## src/rtl/seg7_pkg.sv

```systemverilog
// seg7_pkg: shared constants and helpers for the 7-segment scan driver.
//   SEG_LUT   : 16-entry active-low segment patterns (bit6..0, 0 = lit), index = hex nibble
//   SEG_OFF   : all segments dark
//   idx_width : width of the digit index counter (never less than 1 bit)
package seg7_pkg;

    localparam logic [6:0] SEG_OFF = 7'h7F;

    // Entry 15 first, entry 0 last.
    localparam logic [15:0][6:0] SEG_LUT = {
        7'h0E, 7'h06, 7'h21, 7'h46,   // F E D C
        7'h03, 7'h08, 7'h18, 7'h00,   // B A 9 8
        7'h78, 7'h02, 7'h12, 7'h19,   // 7 6 5 4
        7'h30, 7'h24, 7'h79, 7'h40    // 3 2 1 0
    };

    function automatic int idx_width(input int n);
        return (n <= 1) ? 1 : $clog2(n);
    endfunction

endpackage

```

## src/rtl/seg7_lut.sv

```systemverilog
// seg7_lut: combinational hex nibble to active-low 7-segment decoder.
//   nib_i : 4-bit hex digit
//   seg_o : segments 6..0, active low
module seg7_lut
    import seg7_pkg::*;
(
    input  logic [3:0] nib_i,
    output logic [6:0] seg_o
);

    assign seg_o = SEG_LUT[nib_i];

endmodule

```

## src/rtl/disp7seg_scan.sv

```systemverilog
// disp7seg_scan: time-multiplexed driver for NUM_DIGITS common-anode digits.
//   clk_i    : system clock, rising edge
//   rst_n_i  : asynchronous active-low reset
//   value_i  : packed hex value, nibble k drives digit k
//   load_i   : value_i valid, accepted when load_i && ready_o
//   ready_o  : high when no load is pending
//   seg_o    : segments 6..0, active low (registered)
//   an_o     : digit anodes, active low (registered)
//   frame_o  : one-cycle pulse after the digit index wraps to 0 (registered)
// Build option: define SEG7_LZB_EN to blank leading zero digits (digit 0 always shown).
module disp7seg_scan
    import seg7_pkg::*;
#(
    parameter int NUM_DIGITS = 4,
    parameter int SCAN_DIV   = 50000
) (
    input  logic                    clk_i,
    input  logic                    rst_n_i,
    input  logic [4*NUM_DIGITS-1:0] value_i,
    input  logic                    load_i,
    output logic                    ready_o,
    output logic [6:0]              seg_o,
    output logic [NUM_DIGITS-1:0]   an_o,
    output logic                    frame_o
);

    localparam int CNT_W = $clog2(SCAN_DIV);
    localparam int IDX_W = idx_width(NUM_DIGITS);
    localparam int VAL_W = 4 * NUM_DIGITS;

    localparam logic [CNT_W-1:0] CNT_LAST = CNT_W'(SCAN_DIV - 1);
    localparam logic [IDX_W-1:0] IDX_LAST = IDX_W'(NUM_DIGITS - 1);

    logic [CNT_W-1:0]      cnt_q, cnt_d;
    logic [IDX_W-1:0]      idx_q, idx_d;
    logic [VAL_W-1:0]      pend_q, pend_d;
    logic [VAL_W-1:0]      disp_q, disp_d;
    logic                  ready_q, ready_d;
    logic [6:0]            seg_q, seg_d;
    logic [NUM_DIGITS-1:0] an_q, an_d;
    logic                  frame_q, frame_d;

    logic       tick;
    logic       wrap;
    logic       accept;
    logic [3:0] nib;
    logic [6:0] seg_lut;
    logic       blank_lz;

    assign tick   = (cnt_q == CNT_LAST);
    assign wrap   = tick && (idx_q == IDX_LAST);
    assign accept = load_i && ready_q;

    // Prescaler and digit index, both wrapped explicitly.
    always_comb begin
        cnt_d = tick ? '0 : cnt_q + 1'b1;
        idx_d = idx_q;
        if (tick) begin
            idx_d = (idx_q == IDX_LAST) ? '0 : idx_q + 1'b1;
        end
    end

    // Load handshake. A load landing on the wrap tick bypasses the pending
    // register so it can join the frame that is just starting.
    always_comb begin
        pend_d  = pend_q;
        disp_d  = disp_q;
        ready_d = ready_q;
        if (accept && wrap) begin
            disp_d = value_i;
        end else if (accept) begin
            pend_d  = value_i;
            ready_d = 1'b0;
        end else if (wrap && !ready_q) begin
            disp_d  = pend_q;
            ready_d = 1'b1;
        end
    end

    // Select the nibble of the digit currently being scanned.
    always_comb begin
        nib = 4'h0;
        for (int k = 0; k < NUM_DIGITS; k++) begin
            if (idx_q == IDX_W'(k)) begin
                nib = disp_q[4*k +: 4];
            end
        end
    end

    seg7_lut u_lut (
        .nib_i (nib),
        .seg_o (seg_lut)
    );

`ifdef SEG7_LZB_EN
    // Walk from the most significant digit down; a digit is a leading zero
    // while it and every digit above it are zero.
    logic zacc;
    always_comb begin
        zacc     = 1'b1;
        blank_lz = 1'b0;
        for (int k = NUM_DIGITS - 1; k > 0; k--) begin
            zacc = zacc && (disp_q[4*k +: 4] == 4'h0);
            if (zacc && (idx_q == IDX_W'(k))) begin
                blank_lz = 1'b1;
            end
        end
    end
`else
    assign blank_lz = 1'b0;
`endif

    // Output stage: the cycle following a tick is fully dark (break-before-make).
    always_comb begin
        seg_d   = SEG_OFF;
        an_d    = '1;
        frame_d = wrap;
        if (!tick) begin
            seg_d = blank_lz ? SEG_OFF : seg_lut;
            for (int k = 0; k < NUM_DIGITS; k++) begin
                if (idx_q == IDX_W'(k)) begin
                    an_d[k] = 1'b0;
                end
            end
        end
    end

    always_ff @(posedge clk_i or negedge rst_n_i) begin
        if (!rst_n_i) begin
            cnt_q   <= '0;
            idx_q   <= '0;
            pend_q  <= '0;
            disp_q  <= '0;
            ready_q <= 1'b1;
            seg_q   <= SEG_OFF;
            an_q    <= '1;
            frame_q <= 1'b0;
        end else begin
            cnt_q   <= cnt_d;
            idx_q   <= idx_d;
            pend_q  <= pend_d;
            disp_q  <= disp_d;
            ready_q <= ready_d;
            seg_q   <= seg_d;
            an_q    <= an_d;
            frame_q <= frame_d;
        end
    end

    assign ready_o = ready_q;
    assign seg_o   = seg_q;
    assign an_o    = an_q;
    assign frame_o = frame_q;

endmodule

```

## config.mk

```make
export PLATFORM = sky130hd
export DESIGN_NAME = disp7seg_scan
export DESIGN_NICKNAME = d
export VERILOG_FILES = /design/src/rtl/seg7_pkg.sv /design/src/rtl/seg7_lut.sv /design/src/rtl/disp7seg_scan.sv
export SDC_FILE = /design/constraint.sdc
export NUM_CORES = 1
export LEC_CHECK = 0
export CAP_MARGIN = 20
export CORE_AREA = 10 10 101 85
export CTS_BUF_LIST = sky130_fd_sc_hd__clkbuf_16
export DETAILED_ROUTE_END_ITERATION = 6
export DIE_AREA = 0 0 111 95
export DONT_BUFFER_PORTS = 1
export GPL_TIMING_DRIVEN = 0
export PLACE_DENSITY = 0.64
export SLEW_MARGIN = 30
export SYNTH_ARGS = -nofsm -noshare
export SYNTH_HDL_FRONTEND = slang
export SYNTH_HIERARCHICAL = 1
export SYNTH_SLANG_ARGS = --single-unit
```

## constraint.sdc

```tcl
create_clock -name clk_i -period 5.8 [get_ports clk_i]
set_clock_uncertainty 0.1 [all_clocks]
set_input_delay 0.58 -clock clk_i [delete_from_list [all_inputs] [get_ports clk_i]]
set_output_delay 0.58 -clock clk_i [all_outputs]
set_load 0.02 [all_outputs]
```

* Word level (Yosys, flattened, before mapping)
Memory sizes are Yosys's and may differ from the RTL's.
Index checks and enable logic that the tools add are counted.
** Storage, ports and cells
- Logic and storage cells :: 47
- Output and inout port bits :: 13
- Flip-flop bits (word level) :: 63
- Memories kept :: 1
- Input bits :: 19
- Bits in read-only memories :: 112
** Operators by class
- Order comparisons :: 1
- Muxes and demuxes :: 18
- Reductions and logical operators :: 11
- Equal/unequal tests :: 5
- Bitwise operators :: 1
- $add $sub $neg :: 2
** Memory list
- (name not given) :: words 16, width 7, rd ports 1, clocked after memory_dff 0, wr ports 0, line seg7_lut.sv:11 : assign seg_o = SEG_LUT[nib_i];
** Operators with widths (number)
- 16-bit 2-to-1 mux :: 4
- 4-bit 2-to-1 mux :: 5
- 16-bit by 1-bit adder with 16-bit output (second input constant) :: 1
- 16-bit equality test (second input constant) :: 1
- 7-bit 2-to-1 mux :: 2
- 1-bit 2-to-1 mux :: 6
- 2-bit AND reduction :: 3
- 4-bit by 5-bit < comparator with 1-bit output (second input constant) :: 1
- 2-bit equality test (second input constant) :: 2
- 1-bit logical AND :: 4
- 2-bit nonzero test :: 2
- 2-bit by 1-bit adder with 2-bit output (second input constant) :: 1
- 2-bit by 1-bit equality test with 1-bit output (second input constant) :: 1
- 2-bit zero test :: 1
- 2-bit 2-to-1 mux :: 1
- 2-bit by 1-bit != test with 1-bit output (second input constant) :: 1
- 1-bit zero test :: 1
- 1-bit NOT :: 1

* Logic depth before layout (Yosys ltp)
Gate-level depths: netlist of run 1.
- Word-level depth :: 8
- Mapped depth :: 11
- Gate-level depth less buffers :: 11

* By module
Netlist of run 1, hierarchy kept.
** Modules (own cells, without submodules)
- disp7seg_scan :: instances 1, cells an instance 257, area an instance 2904.0 sq um, sequential area each 1591.5 sq um
- seg7_lut :: instances 1, cells an instance 35, area an instance 267.8 sq um, sequential area each 0.0 sq um

* Least setup slack after synthesis of run 1
OpenSTA, ideal clock, no wires.
- Path kind :: flip-flop to flip-flop
- Start point :: reg idx_q[0]
- End point :: reg seg_q[3] (netlist: seg_o[3])
- Setup time :: 0.064 ns
- Slack :: 3.211 ns
- Clock period less this slack :: 2.589 ns
- Buffers on the path :: 0
- Required time :: 5.636 ns
- Arrival time :: 2.426 ns
- Cell stages (with the launch flop) :: 12
- Cell sequence :: dfrtp_1 inv_1 ha_1 nor2b_1 a221oi_1 o31ai_1 inv_1 ha_1 mux2i_1 nor2_1 a211oi_2 nand2b_1
** On the way
- Longest elaborated chain between the ends :: 8
- Elaborated cells between the ends (all ways) :: 11
- Those cells by class :: 3 x eq/ne; 6 x mux; 1 x reduce/logical; 1 x memory
** RTL lines
- from (decl) :: line disp7seg_scan.sv:35 : logic [IDX_W-1:0] idx_q, idx_d;
- from (signal assigned) :: line disp7seg_scan.sv:140 : idx_q <= idx_d;
- 2-bit zero test :: line disp7seg_scan.sv:84 : if (idx_q == IDX_W'(k)) begin
- 4-bit 2-to-1 mux (3 in a row) :: line disp7seg_scan.sv:84
- 4-bit 2-to-1 mux (*) :: line disp7seg_scan.sv:84
- via nib[0] :: line disp7seg_scan.sv:46 : logic [3:0] nib;
- memory 16 x 7 bit (*)
- 7-bit 2-to-1 mux (implied by the code) (*) :: line seg7_lut.sv:11
- via seg_lut[3] :: line disp7seg_scan.sv:47 : logic [6:0] seg_lut;
- 7-bit 2-to-1 mux (*) :: line disp7seg_scan.sv:118 : if (!tick) begin
- via seg_d[3] :: line disp7seg_scan.sv:39 : logic [6:0] seg_q, seg_d;
- to (signal assigned) :: line disp7seg_scan.sv:144 : seg_q <= seg_d;
- to (decl) :: line disp7seg_scan.sv:39
Mark *: on every way through the listed nets, which the timed path passes. The rest lies on a longest branch. The select of a mux whose other input is x is not followed.
A chain may end at the register's enable or synchronous reset.

* Worst setup path in the final report of run 1
Same ends and word-level chain as after synthesis.

==> results of run 1 <==
-- timing repair --
| action | 4_1_cts | 5_1_grt |
|---|---|---|
| endpoints found under the setup margin | 0 | 0 |
| hold buffers | 1 | 0 |
| endpoints found under the hold margin | 63 | 0 |
-- power breakdown --
part | leakage [uW] | internal (uW) | total, uW | switching [uW]
combinational | 0.000655 | 3.71 | 12.8 | 9.11
sequential | 0.000802 | 441 | 441 | 0
clock | 0.000137 | 324 | 506 | 182
-- metal layers --
| metal | vias up | wire (um) | track usage |
|---|---|---|---|
| li1 | 1063 | - | - |
| met5 | - | 0 | 0 |
| met3 | 9 | 393 | 0.0501 |
| met4 | 0 | 125 | 0.0617 |
| met1 | 1045 | 3250 | 0.168 |
| met2 | 51 | 2920 | 0.200 |
-- cell type report --
type                            instances  share of cell area
Multi-Input combinational cell        206               0.409
Tap cell                               87              0.0303
Timing Repair Buffer                    1             0.00767
Buffer                                 16              0.0237
Clock inverter                          7              0.0150
Inverter                                7             0.00732
Clock buffer                            9              0.0628
Sequential cell                        63               0.444
-- registers in the layout, indices dropped and copies added, names as in the netlist --
| name | flops |
|---|---|
| disp_q | 16 |
| cnt_q | 16 |
| idx_q | 2 |
| pend_q | 16 |
| seg_o | 7 |
| an_o | 4 |
| ready_o | 1 |
| frame_o | 1 |
-- worst paths after layout --
| check | from | endpoint | slack (ns) | cells after the start |
|---|---|---|---|---|
| max | idx_q[0]$_DFFE_PN0N_ | seg_o[3]$_DFF_PN1_ | 2.69 | 11 |
| min reg2reg | cnt_q[11]$_DFF_PN0_ | cnt_q[11]$_DFF_PN0_ | 0.38 | 1 |
| min in group clk_i | value_i[9] | pend_q[9]$_DFFE_PN0P_ | 0.30 | 1 |
| min | rst_n_i | cnt_q[13]$_DFF_PN0_ | 0.03 | 1 |
| max reg2reg | idx_q[0]$_DFFE_PN0N_ | seg_o[3]$_DFF_PN1_ | 2.69 | 11 |
| max in group asynchronous | rst_n_i | an_o[2]$_DFF_PN1_ | 5.27 | 1 |
-- cells in the mapped netlist, types with 3 or more instances --
cell | count | area (um^2)
a21oi_1 | 30 | 150
a221oi_1 | 3 | 26.3
a32oi_1 | 4 | 35.0
and2_1 | 3 | 18.8
and3_1 | 4 | 25.0
buf_6 | 3 | 33.8
clkbuf_1 | 11 | 41.3
dfrtp_1 | 51 | 1280
dfstp_2 | 12 | 315
ha_1 | 11 | 138
inv_1 | 6 | 22.5
mux2_2 | 7 | 78.8
mux2_4 | 10 | 150
mux2i_1 | 5 | 50.1
nand2_1 | 17 | 63.8
nand2b_1 | 13 | 81.3
nand3_1 | 8 | 40.0
nand3b_1 | 17 | 128
nor2_1 | 10 | 37.5
nor2b_1 | 8 | 50.1
nor3_1 | 5 | 25.0
o21ai_0 | 18 | 90.1
o31ai_1 | 3 | 22.5
or3_1 | 3 | 18.8
xnor2_1 | 5 | 43.8
xor2_1 | 5 | 43.8
-- cells by family (layout without fill, tap and decap cells) --
family,count (synthesis),after routing,synth area share
buffers and inverters,23,40,0.0351
adder cells (fa/ha/maj),11,11,0.0434
AND/OR/NAND/NOR,96,96,0.179
XOR/XNOR,10,10,0.0276
flip-flops,63,63,0.502
AO/OA/AOI/OAI,67,67,0.125
multiplexers,22,22,0.0880
-- per-stage QoR --
stage	power [uW]	instance area (um^2)
floorplan	450	3170
global placement	450	3280
detailed placement	450	3280
CTS	973	3590
global route	989	3590
finish	959	3590
==> flow_metrics.env, run 1 <==
export IMPL_status="finished, final reports clean"
export IMPL_drc=0
export IMPL_ant_nets=0
export IMPL_path_buf_inv=2
export IMPL_rsz0062_at_grt="false"
export IMPL_gp_congestion=0.827
export IMPL_clk_latency_ns=0.33
export IMPL_cts_htree_levels=3
export IMPL_setup_viol=0
export IMPL_mostFrequentLayoutCell="dfrtp_1"
export IMPL_hp_class="input port to async pin"
export IMPL_max_slew_margin=0.521
export IMPL_netlist_area_um2=3170
export IMPL_tritoncts="yes"
export IMPL_peakVddDrop_uv=136
export IMPL_final_cells=396
export IMPL_avgViaCountPerCell=5.47
export IMPL_fillers=578
export IMPL_worstMarginPinSlew_ns=0.712
export IMPL_core_area_um2=6660
export IMPL_first_pass_iters=4
export IMPL_grt_max_degree=64
export IMPL_tns_ns=0
export IMPL_fmax_ghz=0.321
export IMPL_ys_seq_area_frac=0.502
export IMPL_syn_avg_cell_area_um2=10.9
export IMPL_synth_ff_type="dfrtp_1"
export IMPL_start_kind="flop"
export IMPL_vias=2168
export IMPL_final_util=0.539
export IMPL_drive_gt1_frac=0.165
export IMPL_ys_ff_latch=63
export IMPL_cts_root_buf="clkbuf_16"
export IMPL_yosysUniqueCellTypes=43
export IMPL_endpoint_kind="flop"
export IMPL_crit_chain="inv_1 > ha_1 > nor2b_1 > a221oi_1 > o31ai_1 > inv_1 > ha_1 > mux2i_1 > nor2_1 > a211oi_2 > nand2b_1"
export IMPL_drv_slew=0
export IMPL_slowest_stage="o31ai_1"
export IMPL_nets=334
export IMPL_path_class="flop to flop"
export IMPL_numCtsBuffers=9
export IMPL_finalHoldViolCount=0
export IMPL_multi_input_comb_area_um2=1470
export IMPL_die_x_um=111
export IMPL_io_pins=32
export IMPL_hpwl_mm=4.57
export IMPL_ff_latch_area_um2=1590
export IMPL_synthArstFlopShare=1.00
export IMPL_setup_ws_ns=2.69
export IMPL_cts_num_sinks=63
export IMPL_overflow=0
export IMPL_hold_worst_slack_ns=0.0267
export IMPL_clock_path_buffers=2
export IMPL_drt_iter0_drc=172
export IMPL_antenna_found_initial=0
export IMPL_syn_num_nets=322
export IMPL_syn_to_final_growth_pct=13.1
export IMPL_maxCapViolCount=0
export IMPL_die_area_um2=10500
export IMPL_final_cell_mix="51 x dfrtp_1, 30 x a21oi_1, 18 x o21ai_0"
export IMPL_post_drt_wl_per_cell_um=16.9
export IMPL_synth_edf_count=0
export IMPL_critPathTopFamily="compound AO/OA/AOI/OAI gates"
export IMPL_antennaDiodeCount=0
export IMPL_grt_first_pass_wirelength_mm=11.3
export IMPL_crit_required_ns=5.96
export IMPL_min_period_ns=3.11
export IMPL_rows=27
export IMPL_grt_usage=0.133
export IMPL_crit_fanout=6
export IMPL_cts_resized=0
export IMPL_ys_warn_count=6
export IMPL_placed_cells=379
export IMPL_crit_path_max_incr_delay_ns=0.61
export IMPL_netlist_instances=292
export IMPL_fp_dieH_um=95
export IMPL_cts_clk_slew_worst_paths_ns=0.05
export IMPL_crit_arrival_ns=3.27
export IMPL_p_per_area_nw_per_um2=267
export IMPL_postCtsSetupBuffers=0
export IMPL_grt_pass1_vias=2277
export IMPL_drt_total_wl_mm=6.69
export IMPL_portBuffers=0
export IMPL_initial_core_util=0.477
export IMPL_fin_crit_sh=0.537
export IMPL_leakagePower_uw=0.00159
export IMPL_dpl_worst_slack_ns=2.68
(Power assumes the default switching activity.)
==> run 2, diff against run 1 <==
clock period = 2.9 ns   (was 5.8 ns; I/O delays follow)
==> flow_metrics.env, run 2 (same netlist as run 1, synthesis figures left out) <==
export IMPL_numCtsBuffers=9
export IMPL_path_buf_inv=2
export IMPL_critPathTopFamily="adder cells"
export IMPL_reg2reg_to="seg_o[3]$_DFF_PN1_"
export IMPL_drc=0
export IMPL_setup_viol=0
export IMPL_start_kind="flop"
export IMPL_die_x_um=111
export IMPL_initial_core_util=0.477
export IMPL_crit_arrival_ns=2.91
export IMPL_r2r_setup_slack_ns=0.15
export IMPL_min_path_cells=1
export IMPL_clock_path_buffers=2
export IMPL_max_slew_margin=0.574
export IMPL_grt_first_pass_wirelength_mm=11.4
export IMPL_r2r_start="idx_q[0]$_DFFE_PN0N_"
export IMPL_gp_congestion=0.827
export IMPL_grt_usage=0.135
export IMPL_peakVddDrop_uv=273
export IMPL_worstMarginPinSlew_ns=0.634
export IMPL_min_period_ns=2.75
export IMPL_crit_fanout=6
export IMPL_crit_chain="inv_1 > ha_1 > nor2b_2 > a221oi_1 > o31ai_2 > inv_1 > ha_1 > mux2i_1 > nor2_1 > a211oi_2 > nand2b_1"
export IMPL_r2r_worst_path_cells=11
export IMPL_grt_pass1_vias=2311
export IMPL_tritoncts="yes"
export IMPL_cts_clk_slew_worst_paths_ns=0.05
export IMPL_cts_num_sinks=63
export IMPL_crit_path_max_incr_delay_ns=0.41
export IMPL_post_drt_wl_per_cell_um=16.9
export IMPL_hold_end="pend_q[8]$_DFFE_PN0P_"
export IMPL_total_power_uw=1920
export IMPL_fp_dieH_um=95
export IMPL_drt_iter0_drc=163
export IMPL_crit_required_ns=3.06
export IMPL_finalHoldViolCount=0
export IMPL_mostFrequentLayoutCell="dfrtp_1"
export IMPL_portBuffers=0
export IMPL_fmax_ghz=0.364
export IMPL_final_cell_mix="51 x dfrtp_1, 30 x a21oi_1, 18 x o21ai_0"
export IMPL_vias=2185
export IMPL_io_pins=32
export IMPL_nets=341
export IMPL_status="finished, final reports clean"
export IMPL_endpoint_kind="flop"
export IMPL_core_area_um2=6660
export IMPL_avgViaCountPerCell=5.42
export IMPL_hp_class="input port to flop"
export IMPL_setup_ws_ns=0.149
export IMPL_overflow=0
export IMPL_grt_max_degree=64
export IMPL_fin_crit_sh=0.949
export IMPL_dpl_worst_slack_ns=-0.219
export IMPL_p_per_area_nw_per_um2=525
export IMPL_cts_htree_levels=3
export IMPL_drt_total_wl_mm=6.83
export IMPL_rows=27
export IMPL_hpwl_mm=4.57
export IMPL_syn_to_final_growth_pct=15.5
export IMPL_slowest_stage="dfrtp_1"
export IMPL_drive_gt1_frac=0.180
export IMPL_min_from="value_i[8]"
export IMPL_antennaDiodeCount=0
export IMPL_die_area_um2=10500
export IMPL_drv_slew=0
export IMPL_maxCapViolCount=0
export IMPL_ant_nets=0
export IMPL_antenna_found_initial=0
export IMPL_path_class="flop to flop"
export IMPL_rsz0062_at_grt="false"
export IMPL_first_pass_iters=4
export IMPL_cts_root_buf="clkbuf_16"
export IMPL_reg_top3="cnt_q (16), disp_q (16), pend_q (16)"
export IMPL_tns_ns=0
export IMPL_clk_latency_ns=0.32
export IMPL_leakagePower_uw=0.00163
## run 2: changes by cell type in the layout (fill, tap and decap cells not counted), sizes merged
cell,before,now
dlygate4sd3,0,4
buf,6,9
## run 2: worst register-to-register path, cell delays in order, from the launching register on
cell and delay, ns:
dfrtp_1 0.41, inv_1 0.11, ha_1 0.22, nor2b_2 0.25, a221oi_1 0.13, o31ai_2 0.34
inv_1 0.20, ha_1 0.41, mux2i_1 0.20, nor2_1 0.06, a211oi_2 0.12, nand2b_1 0.12
## run 2: worst max path at each step
stage,depth (start not counted),start,slack [ns],to
3_3_place_gp,11,idx_q[0]$_DFFE_PN0N_,-0.16,seg_o[3]$_DFF_PN1_
2_1_floorplan,11,idx_q[0]$_DFFE_PN0N_,0.31,seg_o[3]$_DFF_PN1_
4_1_cts,11,idx_q[0]$_DFFE_PN0N_,0.11,seg_o[3]$_DFF_PN1_
5_1_grt,11,idx_q[0]$_DFFE_PN0N_,0.002,seg_o[3]$_DFF_PN1_
6_report,11,idx_q[0]$_DFFE_PN0N_,0.15,seg_o[3]$_DFF_PN1_
3_5_place_dp,11,idx_q[0]$_DFFE_PN0N_,-0.22,seg_o[3]$_DFF_PN1_
## run 2: stage by stage
step / instances / hold WS [ns] / utilization / instance area, um^2
2_1_floorplan: 292 / -0.106 / - / 3170
3_3_place_gp: 379 / -0.103 / 0.493 / 3280
3_5_place_dp: 379 / -0.102 / 0.493 / 3280
4_1_cts: 401 / 0.0000195 / 0.548 / 3640
5_1_grt: 403 / 0.00290 / 0.550 / 3660
6_report: 403 / 0.0106 / 0.550 / 3660
## run 2: layout make-up
| type | instances | area [um^2] |
|---|---|---|
| Tap cell | 87 | 109 |
| Multi-Input combinational cell | 206 | 1480 |
| Buffer | 16 | 85.1 |
| Clock buffer | 9 | 225 |
| Inverter | 7 | 26.3 |
| Timing Repair Buffer | 8 | 90.1 |
| Fill cell | 568 | 2990 |
| Clock inverter | 7 | 53.8 |
| Sequential cell | 63 | 1590 |
## run 2: what timing repair did
| item | 4_1_cts | 5_1_grt |
|---|---|---|
| setup endpoints to repair | 3 | 3 |
| hold endpoints to repair | 66 | 0 |
| pin swaps | 1 | 1 |
| gates resized for setup | 2 | 1 |
| hold buffers | 5 | 0 |
| buffers inserted | 1 | 2 |
| gates cloned | 0 | 0 |
## run 2: routing by layer
| metal | vias up | track usage | share of wire |
|---|---|---|---|
| li1 | 1077 | - | - |
| met1 | 1052 | 0.169 | 0.47 |
| met2 | 49 | 0.204 | 0.45 |
| met3 | 7 | 0.0507 | 0.062 |
| met4 | 0 | 0.0617 | 0.016 |
| met5 | - | 0 | 0 |
## run 2: report_power, final
part | internal (uW) | switching (uW)
Sequential | 881 | 0
Combinational | 10.9 | 20.0
Clock | 647 | 363
==> run 3, diff against run 2 <==
MAX_ROUTING_LAYER = met4   (was not set)
==> flow_metrics.env, run 3 (same netlist as run 1, synthesis figures left out) <==
export IMPL_avgViaCountPerCell=5.47
export IMPL_mostFrequentLayoutCell="dfrtp_1"
export IMPL_startpoint="idx_q[0]$_DFFE_PN0N_"
export IMPL_leakagePower_uw=0.00163
export IMPL_first_pass_iters=4
export IMPL_path_class="flop to flop"
export IMPL_vias=2206
export IMPL_setup_viol=0
export IMPL_drt_iter0_drc=136
export IMPL_nets=341
export IMPL_drc=0
export IMPL_cts_clk_slew_worst_paths_ns=0.05
export IMPL_fin_crit_sh=0.950
export IMPL_finalHoldViolCount=0
export IMPL_drt_total_wl_mm=6.81
export IMPL_crit_required_ns=3.06
export IMPL_gp_congestion=0.840
export IMPL_grt_first_pass_wirelength_mm=11.4
export IMPL_numCtsBuffers=9
export IMPL_design_area_um2=3660
export IMPL_endpoint_kind="flop"
export IMPL_peakVddDrop_uv=274
export IMPL_clock_path_buffers=2
export IMPL_final_util=0.550
export IMPL_syn_to_final_growth_pct=15.5
export IMPL_cts_num_sinks=63
export IMPL_worstMarginPinSlew_ns=0.634
export IMPL_clk_latency_ns=0.33
export IMPL_crit_fanout=6
export IMPL_hp_class="input port to flop"
export IMPL_cts_htree_levels=3
export IMPL_drive_gt1_frac=0.180
export IMPL_antenna_found_initial=0
export IMPL_reg2reg_to="seg_o[3]$_DFF_PN1_"
export IMPL_fmax_ghz=0.363
export IMPL_die_area_um2=10500
export IMPL_fp_dieH_um=95
export IMPL_rsz0062_at_grt="false"
export IMPL_cp_endpoint="seg_o[3]$_DFF_PN1_"
export IMPL_min_period_ns=2.75
export IMPL_core_area_um2=6660
export IMPL_die_x_um=111
export IMPL_reg_top3="cnt_q (16), disp_q (16), pend_q (16)"
export IMPL_rows=27
export IMPL_status="finished, final reports clean"
export IMPL_io_pins=32
export IMPL_p_per_area_nw_per_um2=526
export IMPL_ant_nets=0
export IMPL_drv_slew=0
export IMPL_antennaDiodeCount=0
export IMPL_r2r_worst_path_cells=11
export IMPL_start_kind="flop"
export IMPL_post_drt_wl_per_cell_um=16.9
export IMPL_placed_area_um2=3280
export IMPL_crit_arrival_ns=2.91
export IMPL_maxCapViolCount=0
export IMPL_r2r_setup_slack_ns=0.15
export IMPL_tritoncts="yes"
export IMPL_r2r_start="idx_q[0]$_DFFE_PN0N_"
export IMPL_grt_usage=0.139
export IMPL_min_from="value_i[4]"
export IMPL_hpwl_mm=4.57
export IMPL_final_cell_mix="51 x dfrtp_1, 30 x a21oi_1, 18 x o21ai_0"
export IMPL_max_slew_margin=0.574
export IMPL_initial_core_util=0.477
export IMPL_grt_pass1_vias=2319
export IMPL_portBuffers=0
export IMPL_grt_max_degree=64
export IMPL_cts_root_buf="clkbuf_16"
export IMPL_overflow=0
==> run 3: repair_timing <==
item | in CTS | in global routing
pin swaps | 1 | 1
setup endpoints to repair | 3 | 3
hold buffers | 5 | 0
setup buffers | 1 | 2
hold endpoints to repair | 66 | 0
resized for setup | 2 | 1
==> run 3: power breakdown <==
| part | total, uW | internal [uW] | leakage, uW | switching (uW) |
|---|---|---|---|---|
| sequential | 881 | 881 | 0.000802 | 0 |
| combinational | 30.9 | 10.9 | 0.000696 | 20.1 |
| clock | 1010 | 647 | 0.000137 | 367 |
==> run 3: layer usage <==
layer / vias to the layer above / wire length, um / track usage
met2: 50 / 3020 / 0.205
met5: - / 0 / -
li1: 1079 / - / -
met1: 1066 / 3270 / 0.170
met3: 11 / 396 / 0.0482
met4: 0 / 133 / 0.0617
==> run 3: how the worst min path moves through the flow <==
stage                            end  cells after the start
2_1_floorplan     cnt_q[0]$_DFF_PN0_                      0
3_3_place_gp     cnt_q[13]$_DFF_PN0_                      0
3_5_place_dp       frame_o$_DFF_PN0_                      0
4_1_cts        pend_q[8]$_DFFE_PN0P_                      1
5_1_grt        pend_q[8]$_DFFE_PN0P_                      1
6_report       pend_q[4]$_DFFE_PN0P_                      1
==> run 3: cell type report <==
type / instances / area [um^2]
timing repair buffer: 8 / 90.1
inverter: 7 / 26.3
clock buffer: 9 / 225
fill: 568 / 2990
tap: 87 / 109
clock inverter: 7 / 53.8
multi-input combinational: 206 / 1480
buffer: 16 / 85.1
sequential: 63 / 1590
==> run 3: worst max-delay path: stages (launching register included) <==
cell and delay (ns):
dfrtp_1 0.41, inv_1 0.11, ha_1 0.22, nor2b_2 0.25
a221oi_1 0.13, o31ai_2 0.34, inv_1 0.20, ha_1 0.41
mux2i_1 0.20, nor2_1 0.06, a211oi_2 0.12, nand2b_1 0.12
==> run 3: stage by stage <==
step	setup TNS, ns	std cells	hold WS [ns]	total power, uW	setup slack (ns)
2_1_floorplan	0	292	-0.106	900	0.311
3_3_place_gp	-0.235	379	-0.103	901	-0.156
3_5_place_dp	-0.410	379	-0.102	901	-0.219
4_1_cts	0	401	0.0000195	1950	0.109
5_1_grt	0	403	0.00287	1980	0.00233
6_report	0	403	0.00987	1930	0.146
